<file path="config.mk">
export PLATFORM = sky130hd
export DESIGN_NAME = multu_unit
export DESIGN_NICKNAME = d
export VERILOG_FILES = /design/src/rtl/multu_unit.sv
export SDC_FILE = /design/constraint.sdc
export NUM_CORES = 1
export LEC_CHECK = 0
export BUFFER_PORTS_ARGS = -buffer_cell sky130_fd_sc_hd__buf_2
export CAP_MARGIN = 20
export CORE_MARGIN = 3
export CORE_UTILIZATION = 54
export DETAILED_ROUTE_END_ITERATION = 10
export GPL_ROUTABILITY_DRIVEN = 1
export HOLD_SLACK_MARGIN = 0.03
export PLACE_DENSITY = 0.74
export SYNTH_ARGS = -nofsm -noshare
export SYNTH_HDL_FRONTEND = slang
export SYNTH_SLANG_ARGS = --single-unit
</file>
<file path="constraint.sdc">
create_clock -name clk -period 5.6 [get_ports clk]
set_input_delay 0.28 -clock clk [delete_from_list [all_inputs] [get_ports clk]]
set_output_delay 0.28 -clock clk [all_outputs]
set_load 0.05 [all_outputs]
</file>
<file path="src/rtl/multu_unit.sv">
// Iterative shift-add unsigned multiplier with HI/LO result registers.
// One multiplier bit per cycle; HI/LO are written together only when a product completes.
module multu_unit #(
   parameter int WIDTH = 32
) (
   input  logic             clk,
   input  logic             reset,
   input  logic             start,
   input  logic [WIDTH-1:0] srca,
   input  logic [WIDTH-1:0] srcb,
   input  logic             rdhi,
   output logic [WIDTH-1:0] rdata,
   output logic             busy,
   output logic             done
);

   localparam int CW = $clog2(WIDTH);
   localparam logic [CW-1:0] LAST_CNT = CW'(WIDTH - 1);

   typedef enum logic {
      IDLE = 1'b0,
      RUN  = 1'b1
   } state_t;

   state_t           state_q, state_d;
   logic [CW-1:0]    count_q, count_d;
   logic [WIDTH-1:0] acc_q, acc_d;
   logic [WIDTH-1:0] mcand_q, mcand_d;
   logic [WIDTH-1:0] mplier_q, mplier_d;
   logic [WIDTH-1:0] hi_q, hi_d;
   logic [WIDTH-1:0] lo_q, lo_d;
   logic             done_q, done_d;

   logic [WIDTH:0]   sum;
   logic [WIDTH-1:0] acc_shift;
   logic [WIDTH-1:0] mplier_shift;
   logic             last_iter;

   // Partial-product add; the carry lands in the MSB of acc after the right shift.
   assign sum          = {1'b0, acc_q} + (mplier_q[0] ? {1'b0, mcand_q} : {(WIDTH+1){1'b0}});
   assign acc_shift    = sum[WIDTH:1];
   assign mplier_shift = {sum[0], mplier_q[WIDTH-1:1]};
   assign last_iter    = (state_q == RUN) && (count_q == LAST_CNT);

   always_ff @(posedge clk) begin
      if (!reset) begin
         state_q <= IDLE;
      end else begin
         state_q <= state_d;
      end
   end

   always_comb begin
      state_d = state_q;
      case (state_q)
         IDLE:    if (start) state_d = RUN;
         RUN:     if (count_q == LAST_CNT) state_d = IDLE;
         default: state_d = IDLE;
      endcase
   end

   always_comb begin
      busy  = (state_q == RUN);
      done  = done_q;
      rdata = rdhi ? hi_q : lo_q;
   end

   always_comb begin
      count_d  = count_q;
      acc_d    = acc_q;
      mcand_d  = mcand_q;
      mplier_d = mplier_q;
      hi_d     = hi_q;
      lo_d     = lo_q;
      done_d   = 1'b0;
      if (state_q == IDLE) begin
         if (start) begin
            mcand_d  = srca;
            mplier_d = srcb;
            acc_d    = '0;
            count_d  = '0;
         end
      end else begin
         acc_d    = acc_shift;
         mplier_d = mplier_shift;
         count_d  = count_q + 1'b1;
         if (last_iter) begin
            hi_d   = acc_shift;
            lo_d   = mplier_shift;
            done_d = 1'b1;
         end
      end
   end

   always_ff @(posedge clk) begin
      if (!reset) begin
         count_q  <= '0;
         acc_q    <= '0;
         mcand_q  <= '0;
         mplier_q <= '0;
         hi_q     <= '0;
         lo_q     <= '0;
         done_q   <= 1'b0;
      end else begin
         count_q  <= count_d;
         acc_q    <= acc_d;
         mcand_q  <= mcand_d;
         mplier_q <= mplier_d;
         hi_q     <= hi_d;
         lo_q     <= lo_d;
         done_q   <= done_d;
      end
   end

endmodule

</file>
# Word-level counts from Yosys, hierarchy flattened
# Index checks and enable logic that the tools add are counted.
# totals
output_inout_bits	34
word_cells	29
input_bits	68
ff_bits	167
# classes
add_sub_neg	2
n_bitwise	1
muxes	12
eq_ne	1
reduce_logical	5
# op_table
operator	n
$mux 32	6
$add 32x32->33	1
$mux 5	2
$reduce_and 2->1	3
$add 5x1->5 const B	1
$eq 5x5->1 const B	1
$mux 1	3
$pmux 1 s2	1
$reduce_bool 2->1	1
$logic_and 1x1->1	1
$not 1->1	1

# Logic depth before layout (Yosys ltp)
# Gate-level depths: netlist of run 1.
# logic_depth
word_depth	3
mapped_depth	12
ltp_nobuf	12

# Least setup slack after synthesis of run 1
# OpenSTA, ideal clock, no wires.
# synth_path
path_kind	flip-flop to flip-flop
startpoint	register mplier_q[0]
endpoint	register hi_q[27]
arrival_ps	2560
setup_time_ps	128
period_less_slack_ps	2688
stages_incl_launch_ff	12
n_path_buf	1
t_required_ps	5472
slack_ps	2912
cell_sequence	dfxtp_1 > clkbuf_1 > nand2_1 > fa_1 > nor2b_1 > o31a_2 > o211a_1 > a21oi_2 > or3_4 > o31ai_4 > mux2i_1 > o21ai_0
# synth_via
elab_chain_cells	2
# synth_lines
element	line_no	rtl
start: declaration	29	logic [WIDTH-1:0] mplier_q, mplier_d;
start signal: assignment	108	mplier_q <= mplier_d;
$mux 32	40	assign sum = {1'b0, acc_q} + (mplier_q[0] ? {1'b0, mcand_q} : {(WIDTH+1){1'b0}});
$add 32x32->33	40	
end signal: assignment	109	hi_q <= hi_d;
end: declaration	30	logic [WIDTH-1:0] hi_q, hi_d;
# No other way between the ends.
# A chain may end at the register's enable or synchronous reset.

# Worst setup path in the final report of run 1
# Same ends and word-level chain as after synthesis.

==> metrics.md, run 1 <==
| Metric | Value |
|---|---|
| Status | `completed` |
| Critical Path Sink Type | `flip-flop` |
| H-tree Lvls | `4` |
| Most common cell after layout, fill and taps aside | `dfxtp_1` |
| Final wirelength | `approximately 19000 um` |
| Inst Count DP | `1153` |
| Min-Delay Path Class | `primary input to flip-flop` |
| Post-cts resize count | `0` |
| Mapped Cells | `slightly above 900` |
| Root Buffer | `clkbuf_16` |
| Pwr Density | `274.5 nW/um^2` |
| Cell taking the most area after synthesis | `dfxtp_1` |
| Worst slew margin | `0.3000` |
| TritonCTS clock tree | `yes` |
| Post-layout minimum cycle time | `~3.5 ns` |
| Io pins | `102` |
| Vias in the first global route | `about 6400` |
| Post-route DRC | `0` |
| FF-to-FF setup slack | `2.09 ns` |
| CTS hold repair buffers | `0` |
| Syn Area/Cell | `8.927 sq um` |
| Synth cell types | `49` |
| Top cells by area, synth | `dfxtp_1 40%, a22o_1 7.0%, nand2_1 6.3%` |
| Largest net degree at the start of global routing | `86` |
| Synth Register Bits | `167` |
| Gr usage total | `0.2338` |
| Max clock buf depth | `2` |
| Post-CTS Setup Bufs | `0` |
| Worst-path clk slew | `0.06 ns` |
| Critical path's largest stage delay | `0.82 ns` |
| Asr flop ratio synth | `0` |
| Vias | `6598` |
| Clock sinks | `167` |
| Congestion Overflow GR | `0` |
| Final setup vio count | `0` |
| Final WS setup | `around 2.1 ns` |
| Number of buffers added on ports | `101` |
| EDFF count, synth | `0` |
| Cell Rows | `44` |
| Met2 wire length | `9752 um` |
| Die Y-Extent | `129.8 um` |
| Worst Hold Depth | `3` |
| WP buf/inv | `1` |
| Antenna viol nets, final | `0` |
| CP max stage cell | `dfxtp_1` |
| Fmax | `284.8 MHz` |
| Area growth from synthesis to layout | `14.06%` |
| Met3 Wirelength | `751 um` |
| RSZ-0062 raised after global routing | `no` |
| Final Hold Viols | `0` |
| DIE AREA | `approximately 17000 sq um` |
| Syn nets | `1030` |
| Nets@finish | `1093` |
| Pre-antenna DRT Iters | `5` |
| Most frequent cells in the layout | `166 x dfxtp_1, 138 x nand2_1, 101 x buf_2` |
| Critical path type | `flip-flop to flip-flop` |
| Initial antenna violation count | `0` |
| WP data required | `5.90 ns` |
| Fin crit share | `0.6270` |
| HP Start | `srca[27]` |
| Initial DRC Count | `slightly below 400` |
| Layout Cells excl Fill | `1185` |
| Hold Path End | `mcand_q[27]$_SDFFE_PN0P_` |
| Ant. Diodes | `0` |
| Setup TNS | `0 ns` |
| Initial Util | `0.5609` |
| Fillers | `1306` |
| Reg-to-reg endpoint | `hi_q[27]$_SDFFE_PN0P_` |
| Top delay family on crit path | `compound AO/OA/AOI/OAI gates` |
| Metal-1 WL | `about 8500 um` |
| Max layer used | `met4` |
| Worst-skew pair later-pin latency | `0.43 ns` |
| Worst Tran Pin Value | `1.049 ns` |
| Max Cap Viol | `0` |
| Startpoint types | `flip-flop` |
| Cell depth of the worst flop-to-flop path | `12` |
| Peak supply drop | `0.0002083 V` |
| Drt via density | `5.568` |
| Share of the synthesized area in the top cell type | `0.4040` |
| Slew Viols, Final | `0` |
| First-pass GRT wire length | `between 30000 and 40000 um` |
| Reg2Reg Launch Point | `mplier_q[0]$_SDFFE_PN0P_` |
| CP Data Arrival Time | `3.81 ns` |
| Fin Clk Skew | `0.007183 ns` |
| Layout cell share with drive strength beyond 1 | `0.1798` |
| Most used DFF post-synth | `dfxtp_1` |
| Total CTS buffers | `17` |
| Cell leakage power | `approximately 4.2 nW` |
| Synth warn | `0` |
| Synthesized area | `about 8300 sq um` |
| Placer Congestion | `between 0.9 and 1` |
| Die width | `129.8 um` |
| Dpl hpwl | `13740 um` |
| Crit path max fanout | `33` |
| DR WL/cell | `16.40 um` |
| Sequential-to-total area share from yosys stat | `0.4040` |
| CORE AREA | `about 15000 sq um` |
| Critical-path cell list | `and2_1, ha_1, inv_1, fa_1, nor2b_1, o31a_2, o211a_1, a21oi_2, or3_4, o31ai_4, mux2i_1, o21ai_0` |
| Dpl ws | `approximately 2.1 ns` |
[Yosys cell counts (2+ instances only)]
| cell | number |
|---|---|
| mux2i_1 | 34 |
| a21o_1 | 15 |
| a21boi_0 | 33 |
| a22oi_1 | 2 |
| mux2_2 | 32 |
| a31oi_1 | 5 |
| nor3_1 | 6 |
| ha_1 | 34 |
| and4_1 | 2 |
| o22ai_1 | 2 |
| nand4_1 | 6 |
| and2_1 | 67 |
| clkbuf_1 | 53 |
| nor2b_1 | 22 |
| xnor2_1 | 18 |
| buf_1 | 11 |
| dfxtp_1 | 167 |
| nand2_1 | 138 |
| or3_1 | 3 |
| o21bai_1 | 2 |
| nand3_1 | 7 |
| o21ai_1 | 3 |
| inv_1 | 8 |
| o211ai_1 | 3 |
| a22o_1 | 66 |
| o211a_1 | 2 |
| o21a_1 | 6 |
| nor3b_1 | 13 |
| nor2_1 | 19 |
| a21oi_1 | 45 |
| nand2b_1 | 3 |
| xor2_1 | 12 |
| o21ai_0 | 72 |
[worst min-delay path, cell delays in order]
cell	delay (ns)
buf_2	0.09
nand2_1	0.04
a21boi_0	0.06
[per-stage QoR]
stage	instance area (sq um)	hold WS (ns)	power, mW	util
floorplan	8275	0.4196	1.376	-
finish	9439	0.09773	2.591	0.6398
detailed placement	8823	0.4462	1.433	0.5980
global placement	8823	0.4354	1.430	0.5980
global route	9439	0.1013	2.686	0.6398
CTS	9413	0.08614	2.611	0.6380
[power breakdown]
part | internal, mW | total [mW] | switching (mW)
registers | 1.22 | 1.24 | 0.0253
clock network | 0.710 | 1.18 | 0.474
logic | 0.0704 | 0.163 | 0.0929
total | 2.00 | 2.59 | 0.592
[area by class of cell]
cell class | count | area [sq um] | area share
clock buffer | 19 | 442.9 | 0.04692
clock inverter | 11 | 146.4 | 0.01551
inverter | 8 | 30.03 | 0.003181
multi-input combinational | 688 | 4676 | 0.4954
sequential | 167 | 3344 | 0.3543
tap | 184 | 230.2 | 0.02439
timing repair buffer | 108 | 569.3 | 0.06031
[logic make-up after synthesis]
family / Yosys count / share of synthesized area
adder cells (fa/ha/maj): 35 / 0.05383
AO/OA/AOI/OAI: 264 / 0.2161
multiplexers: 66 / 0.08467
buffers and inverters: 72 / 0.03266
XOR/XNOR: 30 / 0.03175
flip-flops: 167 / 0.4040
AND/OR/NAND/NOR: 293 / 0.1771
[metal layers]
metal  up-vias  track usage
li1       3402            -
met5         -            0
met1      3045       0.2951
met3        28      0.04175
met4         0      0.08741
met2       123       0.4004
[sequential cells by signal, indices dropped and copies added, names as in the netlist]
name	count
acc_q	32
count_q	5
busy	1
mcand_q	32
done	1
lo_q	32
mplier_q	32
hi_q	32
[how the worst max path moves through the flow]
stage / startpoint / slack (ns) / endpoint / cells past startpoint
3_5_place_dp: mplier_q[0]$_SDFFE_PN0P_ / 2.11 / hi_q[27]$_SDFFE_PN0P_ / 12
4_1_cts: mplier_q[0]$_SDFFE_PN0P_ / 2.07 / hi_q[27]$_SDFFE_PN0P_ / 12
2_1_floorplan: mplier_q[0]$_SDFFE_PN0P_ / 2.91 / hi_q[27]$_SDFFE_PN0P_ / 11
6_report: mplier_q[0]$_SDFFE_PN0P_ / 2.09 / hi_q[27]$_SDFFE_PN0P_ / 12
5_1_grt: mplier_q[0]$_SDFFE_PN0P_ / 1.85 / hi_q[27]$_SDFFE_PN0P_ / 12
3_3_place_gp: mplier_q[0]$_SDFFE_PN0P_ / 2.23 / hi_q[27]$_SDFFE_PN0P_ / 12
Power figures use the tool's default switching activity.
==> run 2, diff against run 1 <==
--- a/config.mk
+++ b/config.mk
@@ -8,11 +8,11 @@
 export BUFFER_PORTS_ARGS = -buffer_cell sky130_fd_sc_hd__buf_2
 export CAP_MARGIN = 20
 export CORE_MARGIN = 3
-export CORE_UTILIZATION = 54
+export CORE_UTILIZATION = 53
 export DETAILED_ROUTE_END_ITERATION = 10
 export GPL_ROUTABILITY_DRIVEN = 1
 export HOLD_SLACK_MARGIN = 0.03
-export PLACE_DENSITY = 0.74
+export PLACE_DENSITY = 0.76
 export SYNTH_ARGS = -nofsm -noshare
 export SYNTH_HDL_FRONTEND = slang
 export SYNTH_SLANG_ARGS = --single-unit
==> constraint.sdc (replaced) <==
create_clock -name clk -period 3.1 [get_ports clk]
set_input_delay 0.155 -clock clk [delete_from_list [all_inputs] [get_ports clk]]
set_output_delay 0.155 -clock clk [all_outputs]
set_load 0.05 [all_outputs]
==> run 2 against run 1 <==
Effect of this change: sequential share of layout area is 1.5 points lower; setup slack worse by 1.9 ns; flip-flop and latch count stayed put; utilization is 0.66 points higher; critical endpoint is now acc_q[24]$_SDFFE_PN0P_; largest power group unchanged; final cell count is 5.7% higher.
==> metrics.md, run 2 (synthesized netlist as in run 1, its figures left out) <==
| Metric | Value |
|---|---|
| Die width | `131.0 um (+0.89%)` |
| Fin crit share | `0.9357 (+0.3087)` |
| Pwr Density | `476.5 nW/um^2 (+74%)` |
| Initial Util | `0.5424 (-0.01854)` |
| WP buf/inv | `1 (unchanged)` |
| Register area | `3344 sq um (unchanged)` |
| Pre-antenna DRT Iters | `5 (unchanged)` |
| DIE AREA | `17150 sq um (+1.8%)` |
| Crit path max fanout | `8 (-76%)` |
| Gr usage total | `0.2368 (+0.002982)` |
| Max clock buf depth | `2 (unchanged)` |
| Initial antenna violation count | `0 (unchanged)` |
| Vias in the first global route | `6629 (+3.4%)` |
| RSZ-0062 raised after global routing | `no` |
| Startpoint types | `flip-flop` |
| Fillers | `1318 (+0.92%)` |
| Peak supply drop | `0.0004266 V (+100%)` |
| Placer Congestion | `0.9094 (-6.2%)` |
| Largest net degree at the start of global routing | `59 (-31%)` |
| CP max stage cell | `or4b_1` |
| Slew Viols, Final | `0 (unchanged)` |
| Congestion Overflow GR | `0 (unchanged)` |
| Initial DRC Count | `520 (+32%)` |
| Antenna viol nets, final | `0 (unchanged)` |
| Final setup vio count | `0 (unchanged)` |
| Nets@finish | `1131 (+3.5%)` |
| Die Y-Extent | `131.0 um (+0.89%)` |
| Dpl ws | `0.2253 ns (-1.884 ns)` |
| Max Cap Viol | `0 (unchanged)` |
| Worst-skew pair later-pin latency | `0.44 ns (about the same)` |
| Area growth from synthesis to layout | `19.17%` |
| Critical Path Sink Type | `flip-flop` |
| CP Data Arrival Time | `3.21 ns (-0.60 ns)` |
| Final wirelength | `20050 um (+3.1%)` |
| Hold_ws | `0.08487 ns (-0.01286 ns)` |
| Fin Clk Skew | `0.006231 ns (-0.0009522 ns)` |
| WP data required | `3.41 ns (-2.49 ns)` |
| TritonCTS clock tree | `yes` |
| Total CTS buffers | `17 (unchanged)` |
| CORE AREA | `15260 sq um (+3.4%)` |
| Top delay family on crit path | `compound AO/OA/AOI/OAI gates` |
| Final Hold Viols | `0 (unchanged)` |
| Cell Rows | `45 (+2.3%)` |
| Ant. Diodes | `0 (unchanged)` |
| Most frequent cells in the layout | `166 x dfxtp_1, 138 x nand2_1, 101 x buf_2` |
| Vias | `6903 (+4.6%)` |
| Status | `completed` |
| Post-route DRC | `0 (unchanged)` |
| Layout cell share with drive strength beyond 1 | `0.1787 (-0.001146)` |
| Number of buffers added on ports | `101 (unchanged)` |
| Critical-path cell list | `buf_4, and2_1, ha_1, a21o_1, nor2_1, or4b_1, a31oi_2, o21ai_1, a21oi_1, xor2_1, o21ai_0` |
| Cell leakage power | `4.345 nW (+3.8%)` |
| DR WL/cell | `16.01 um (-2.4%)` |
| Clock sinks | `167 (unchanged)` |
| Setup TNS | `0 ns (unchanged)` |
| Final WS setup | `0.1992 ns (-1.890 ns)` |
| Worst slew margin | `0.4248 (+0.1248)` |
| Root Buffer | `clkbuf_16` |
| Drt via density | `5.514 (-0.98%)` |
| Most common cell after layout, fill and taps aside | `dfxtp_1` |
| Fmax | `344.7 MHz (+21%)` |
| Multi-input logic area | `4682 sq um (+0.13%)` |
| Post-CTS Setup Bufs | `0 (unchanged)` |
| Min-Delay Path Class | `primary input to flip-flop` |
| Worst Tran Pin Value | `0.8627 ns (-0.1861 ns)` |
| Critical path type | `flip-flop to flip-flop` |
| Post-layout minimum cycle time | `2.901 ns (-0.6104 ns)` |
| First-pass GRT wire length | `32230 um (+2.6%)` |
| Io pins | `102 (unchanged)` |
| Worst-path clk slew | `0.06 ns (about the same)` |
| Dpl hpwl | `14010 um (+2.0%)` |
| Critical path's largest stage delay | `0.47 ns (-0.35 ns)` |
| H-tree Lvls | `4 (unchanged)` |
run 2: cell types whose count changed in the layout (fill, tap and decap cells not counted), sizes merged:
cell / delta
clkbuf: +4
buf: +6
dlygate4sd3: +32
inv: -1
clkinv: -1
clkinvlp: +1
bufinv: -1
run 2: timing repair:
item                                    in CTS  in global routing
hold buffers                                32                  0
gates resized for setup                      0                  1
endpoints found under the setup margin       0                  3
endpoints found under the hold margin       32                  0
run 2: path summary, 6_finish.rpt:
check	from	end	slack (ns)	cells past startpoint
worst max-delay path	mplier_q[0]$_SDFFE_PN0P_	acc_q[24]$_SDFFE_PN0P_	0.20	11
worst min-delay path	start	busy$_SDFF_PN0_	0.08	3
worst min register to register	mcand_q[25]$_SDFFE_PN0P_	mcand_q[25]$_SDFFE_PN0P_	0.46	2
worst max register to register	mplier_q[0]$_SDFFE_PN0P_	acc_q[24]$_SDFFE_PN0P_	0.20	11
run 2: cell type report:
cell class | count | area share
multi-input cells | 688 | 0.4748
clock buffers | 23 | 0.04745
clock inverters | 9 | 0.01193
well taps | 211 | 0.02677
repair buffers | 146 | 0.09693
flip-flops and latches | 167 | 0.3391
inverters | 8 | 0.003045
run 2: layer usage:
| metal | up-vias | global-route usage | share of wire |
|---|---|---|---|
| met5 | - | 0 | 0 |
| met2 | 165 | 0.4047 | 0.49 |
| met3 | 38 | 0.04837 | 0.042 |
| li1 | 3491 | - | - |
| met4 | 0 | 0.09195 | 0.023 |
| met1 | 3209 | 0.2927 | 0.44 |
run 2: where the power goes:
part	internal, mW	switching, mW
sequential	2.20	0.0425
combinational	0.159	0.183
clock	1.24	0.877
total	3.60	1.10
run 2: worst register-to-register path, cell delays in order, from the launching register on:
cell	delay, ns
dfxtp_1	0.33
buf_4	0.17
and2_1	0.14
ha_1	0.35
a21o_1	0.20
nor2_1	0.07
or4b_1	0.47
a31oi_2	0.33
o21ai_1	0.16
a21oi_1	0.26
xor2_1	0.19
o21ai_0	0.11
run 2: metrics by stage:
step	cell area [sq um]	cells	utilization	total power, mW
final	9862	1252	0.6463	4.699
after global routing	9862	1252	0.6463	4.870
after CTS	9828	1251	0.6441	4.721
after detailed placement	8922	1187	0.5847	2.596
after global placement	8922	1187	0.5847	2.589
after floorplan	8275	927	-	2.486
==> run 3, diff against run 2 <==
--- a/config.mk
+++ b/config.mk
@@ -7,7 +7,7 @@
 export LEC_CHECK = 0
 export BUFFER_PORTS_ARGS = -buffer_cell sky130_fd_sc_hd__buf_2
 export CAP_MARGIN = 20
-export CORE_MARGIN = 3
+export CORE_MARGIN = 5
 export CORE_UTILIZATION = 53
 export DETAILED_ROUTE_END_ITERATION = 10
 export GPL_ROUTABILITY_DRIVEN = 1
==> run 3 against run 2 <==
Effect of this change: hold slack better by 0.019 ns; wire length up 1.4%; sequential power barely moved; maximum frequency shrank 0.26%; utilization is 0.14 points higher; largest power group unchanged; critical path depth rose by 1; combinational power about the same; register-to-register slack hardly changed; die area rose by 6.2%; first-iteration DRC count down 10%; design area increased by 0.22%; highest routed layer unchanged.
==> metrics.md, run 3 (synthesized netlist as in run 1, its figures left out) <==
| Metric | Value |
|---|---|
| Status | `completed` |
| DR WL/cell | `16.23 um (+1.3%)` |
| Layout cell share with drive strength beyond 1 | `0.1843 (+0.005587)` |
| Startpoint types | `flip-flop` |
| Most frequent cells in the layout | `165 x dfxtp_1, 138 x nand2_1, 101 x buf_2` |
| Die width | `135.0 um (+3.1%)` |
| Initial DRC Count | `467 (-10%)` |
| Largest net degree at the start of global routing | `64 (+8.5%)` |
| Post-layout minimum cycle time | `2.908 ns (+0.007486 ns)` |
| Metal-1 WL | `8869 um (-0.44%)` |
| Setup TNS | `0 ns (unchanged)` |
| Initial Util | `0.5424 (unchanged)` |
| Cell leakage power | `4.360 nW (+0.33%)` |
| Worst slew margin | `0.4308 (+0.005954)` |
| Net switching power | `1.123 mW (+1.9%)` |
| Fin Clk Skew | `0.008965 ns (+0.002734 ns)` |
| Min-Delay Path Class | `primary input to flip-flop` |
| Clock sinks | `167 (unchanged)` |
| Total CTS buffers | `17 (unchanged)` |
| Die Y-Extent | `135.0 um (+3.1%)` |
| Clock power share | `0.462 (+0.012)` |
| Final Hold Viols | `0 (unchanged)` |
| CORE AREA | `15260 sq um (unchanged)` |
| Antenna viol nets, final | `0 (unchanged)` |
| Drt via density | `5.502 (-0.21%)` |
| Fin crit share | `0.9382 (+0.002415)` |
| H-tree Lvls | `4 (unchanged)` |
| Gr usage total | `0.2281 (-0.008694)` |
| Nets@finish | `1132 (+0.088%)` |
| Vias in the first global route | `6969 (+5.1%)` |
| Worst-skew pair later-pin latency | `0.43 ns (about the same)` |
| First-pass GRT wire length | `33980 um (+5.4%)` |
| Pre-antenna DRT Iters | `5 (unchanged)` |
| TritonCTS clock tree | `yes` |
| Cell Rows | `45 (unchanged)` |
| Placer Congestion | `0.9371 (+3.0%)` |
| Fmax | `343.8 MHz (-0.26%)` |
| Slew Viols, Final | `0 (unchanged)` |
| Dpl hpwl | `14120 um (+0.74%)` |
| DIE AREA | `18210 sq um (+6.2%)` |
| WP data required | `3.40 ns (about the same)` |
| Pwr Density | `485.9 nW/um^2 (+2.0%)` |
| Max layer used | `met4` |
| Max Cap Viol | `0 (unchanged)` |
| Critical path type | `flip-flop to flip-flop` |
| Worst Tran Pin Value | `0.8538 ns (-0.008931 ns)` |
| Post-route cell area | `9883 sq um (+0.22%)` |
| Crit path max fanout | `5 (-3)` |
| Placed Instance Area | `8925 sq um (about the same)` |
| Hold_ws | `0.1034 ns (+0.01851 ns)` |
| Met3 Wirelength | `850 um (unchanged)` |
| Vias | `6894 (-0.13%)` |
| Congestion Overflow GR | `0 (unchanged)` |
| Internal power | `3.679 mW (+2.3%)` |
| Area growth from synthesis to layout | `19.43%` |
| Critical Path Sink Type | `flip-flop` |
| Final wirelength | `20330 um (+1.4%)` |
| Switching part of the total power | `0.2339 (-0.0007586)` |
| Post-route DRC | `0 (unchanged)` |
| Most common cell after layout, fill and taps aside | `dfxtp_1` |
| Combinational power share | `0.072 (about the same)` |
| RSZ-0062 raised after global routing | `no` |
| Met2 wire length | `10180 um (+3.6%)` |
| Max clock buf depth | `2 (unchanged)` |
| Flop pwr share | `0.466 (-0.011)` |
| Number of buffers added on ports | `101 (unchanged)` |
| Root Buffer | `clkbuf_16` |
| Worst-path clk slew | `0.07 ns (about the same)` |
| Io pins | `102 (unchanged)` |
| Ant. Diodes | `0 (unchanged)` |
| Initial antenna violation count | `0 (unchanged)` |
| CP Data Arrival Time | `3.21 ns (about the same)` |
| Peak supply drop | `0.0004277 V (+0.28%)` |
| Power Total | `4.802 mW (+2.2%)` |
| Final setup vio count | `0 (unchanged)` |
[run 3: cell count changes in the layout (fill, tap and decap cells not counted), sizes merged]
cell and change:
clkinv -1, bufinv +1, buf +1, clkinvlp +1
clkbuf -3, inv +2
[run 3: cell type report]
cell class                      instances  area, sq um
Clock buffer                           20        456.7
Clock inverter                         12        162.7
Fill cell                            1293         5375
Inverter                                8        30.03
Multi-Input combinational cell        688         4693
Sequential cell                       167         3346
Tap cell                              211        264.0
Timing Repair Buffer                  147        930.9
[run 3: worst max-delay path, cell delays in order (launching register included)]
cell     delay [ns]
dfxtp_2        0.35
and2_1         0.13
ha_1           0.16
inv_1          0.05
fa_1           0.41
nor2b_2        0.16
o31a_2         0.14
o211a_1        0.20
a21oi_2        0.10
or3_4          0.40
o31ai_4        0.32
mux2i_1        0.26
o21ai_0        0.10
[run 3: per-stage QoR]
| stage | cells | utilization | setup WS (ns) |
|---|---|---|---|
| finish | 1253 | 0.6477 | 0.1917 |
| global route | 1253 | 0.6477 | 0.002303 |
| CTS | 1253 | 0.6465 | 0.1147 |
| detailed placement | 1189 | 0.5849 | 0.1870 |
| global placement | 1189 | 0.5849 | 0.2677 |
| floorplan | 927 | - | 0.4119 |
[run 3: power by group through the flow]
stage | combinational, mW | clock [mW] | sequential [mW]
final | 0.345 | 2.22 | 2.24
after global routing | 0.382 | 2.36 | 2.24
after CTS | 0.345 | 2.25 | 2.24
after detailed placement | 0.312 | 0 | 2.28
after global placement | 0.306 | 0 | 2.28
after floorplan | 0.211 | 0 | 2.28
[run 3: path summary, 6_finish.rpt]
path                                  from                        end  slack, ns  depth (start not counted)
setup / recovery  mplier_q[0]$_SDFFE_PN0P_      hi_q[27]$_SDFFE_PN0P_       0.19                         12
hold / removal                    srcb[14]  mplier_q[14]$_SDFFE_PN0P_       0.10                          4
setup reg to reg  mplier_q[0]$_SDFFE_PN0P_      hi_q[27]$_SDFFE_PN0P_       0.19                         12
hold reg to reg      hi_q[29]$_SDFFE_PN0P_      hi_q[29]$_SDFFE_PN0P_       0.45                          2
[run 3: repair_timing]
item / CTS / global route
endpoints found under the hold margin: 32 / 0
setup buffers: 0 / 0
endpoints found under the setup margin: 0 / 8
hold buffers: 32 / 0
gates resized for setup: 0 / 5
[run 3: routing by layer]
metal | global-route usage | vias to the layer above
met3 | 0.04918 | 35
met5 | 0 | -
met4 | 0.07615 | 0
li1 | - | 3470
met1 | 0.2791 | 3233
met2 | 0.3986 | 156
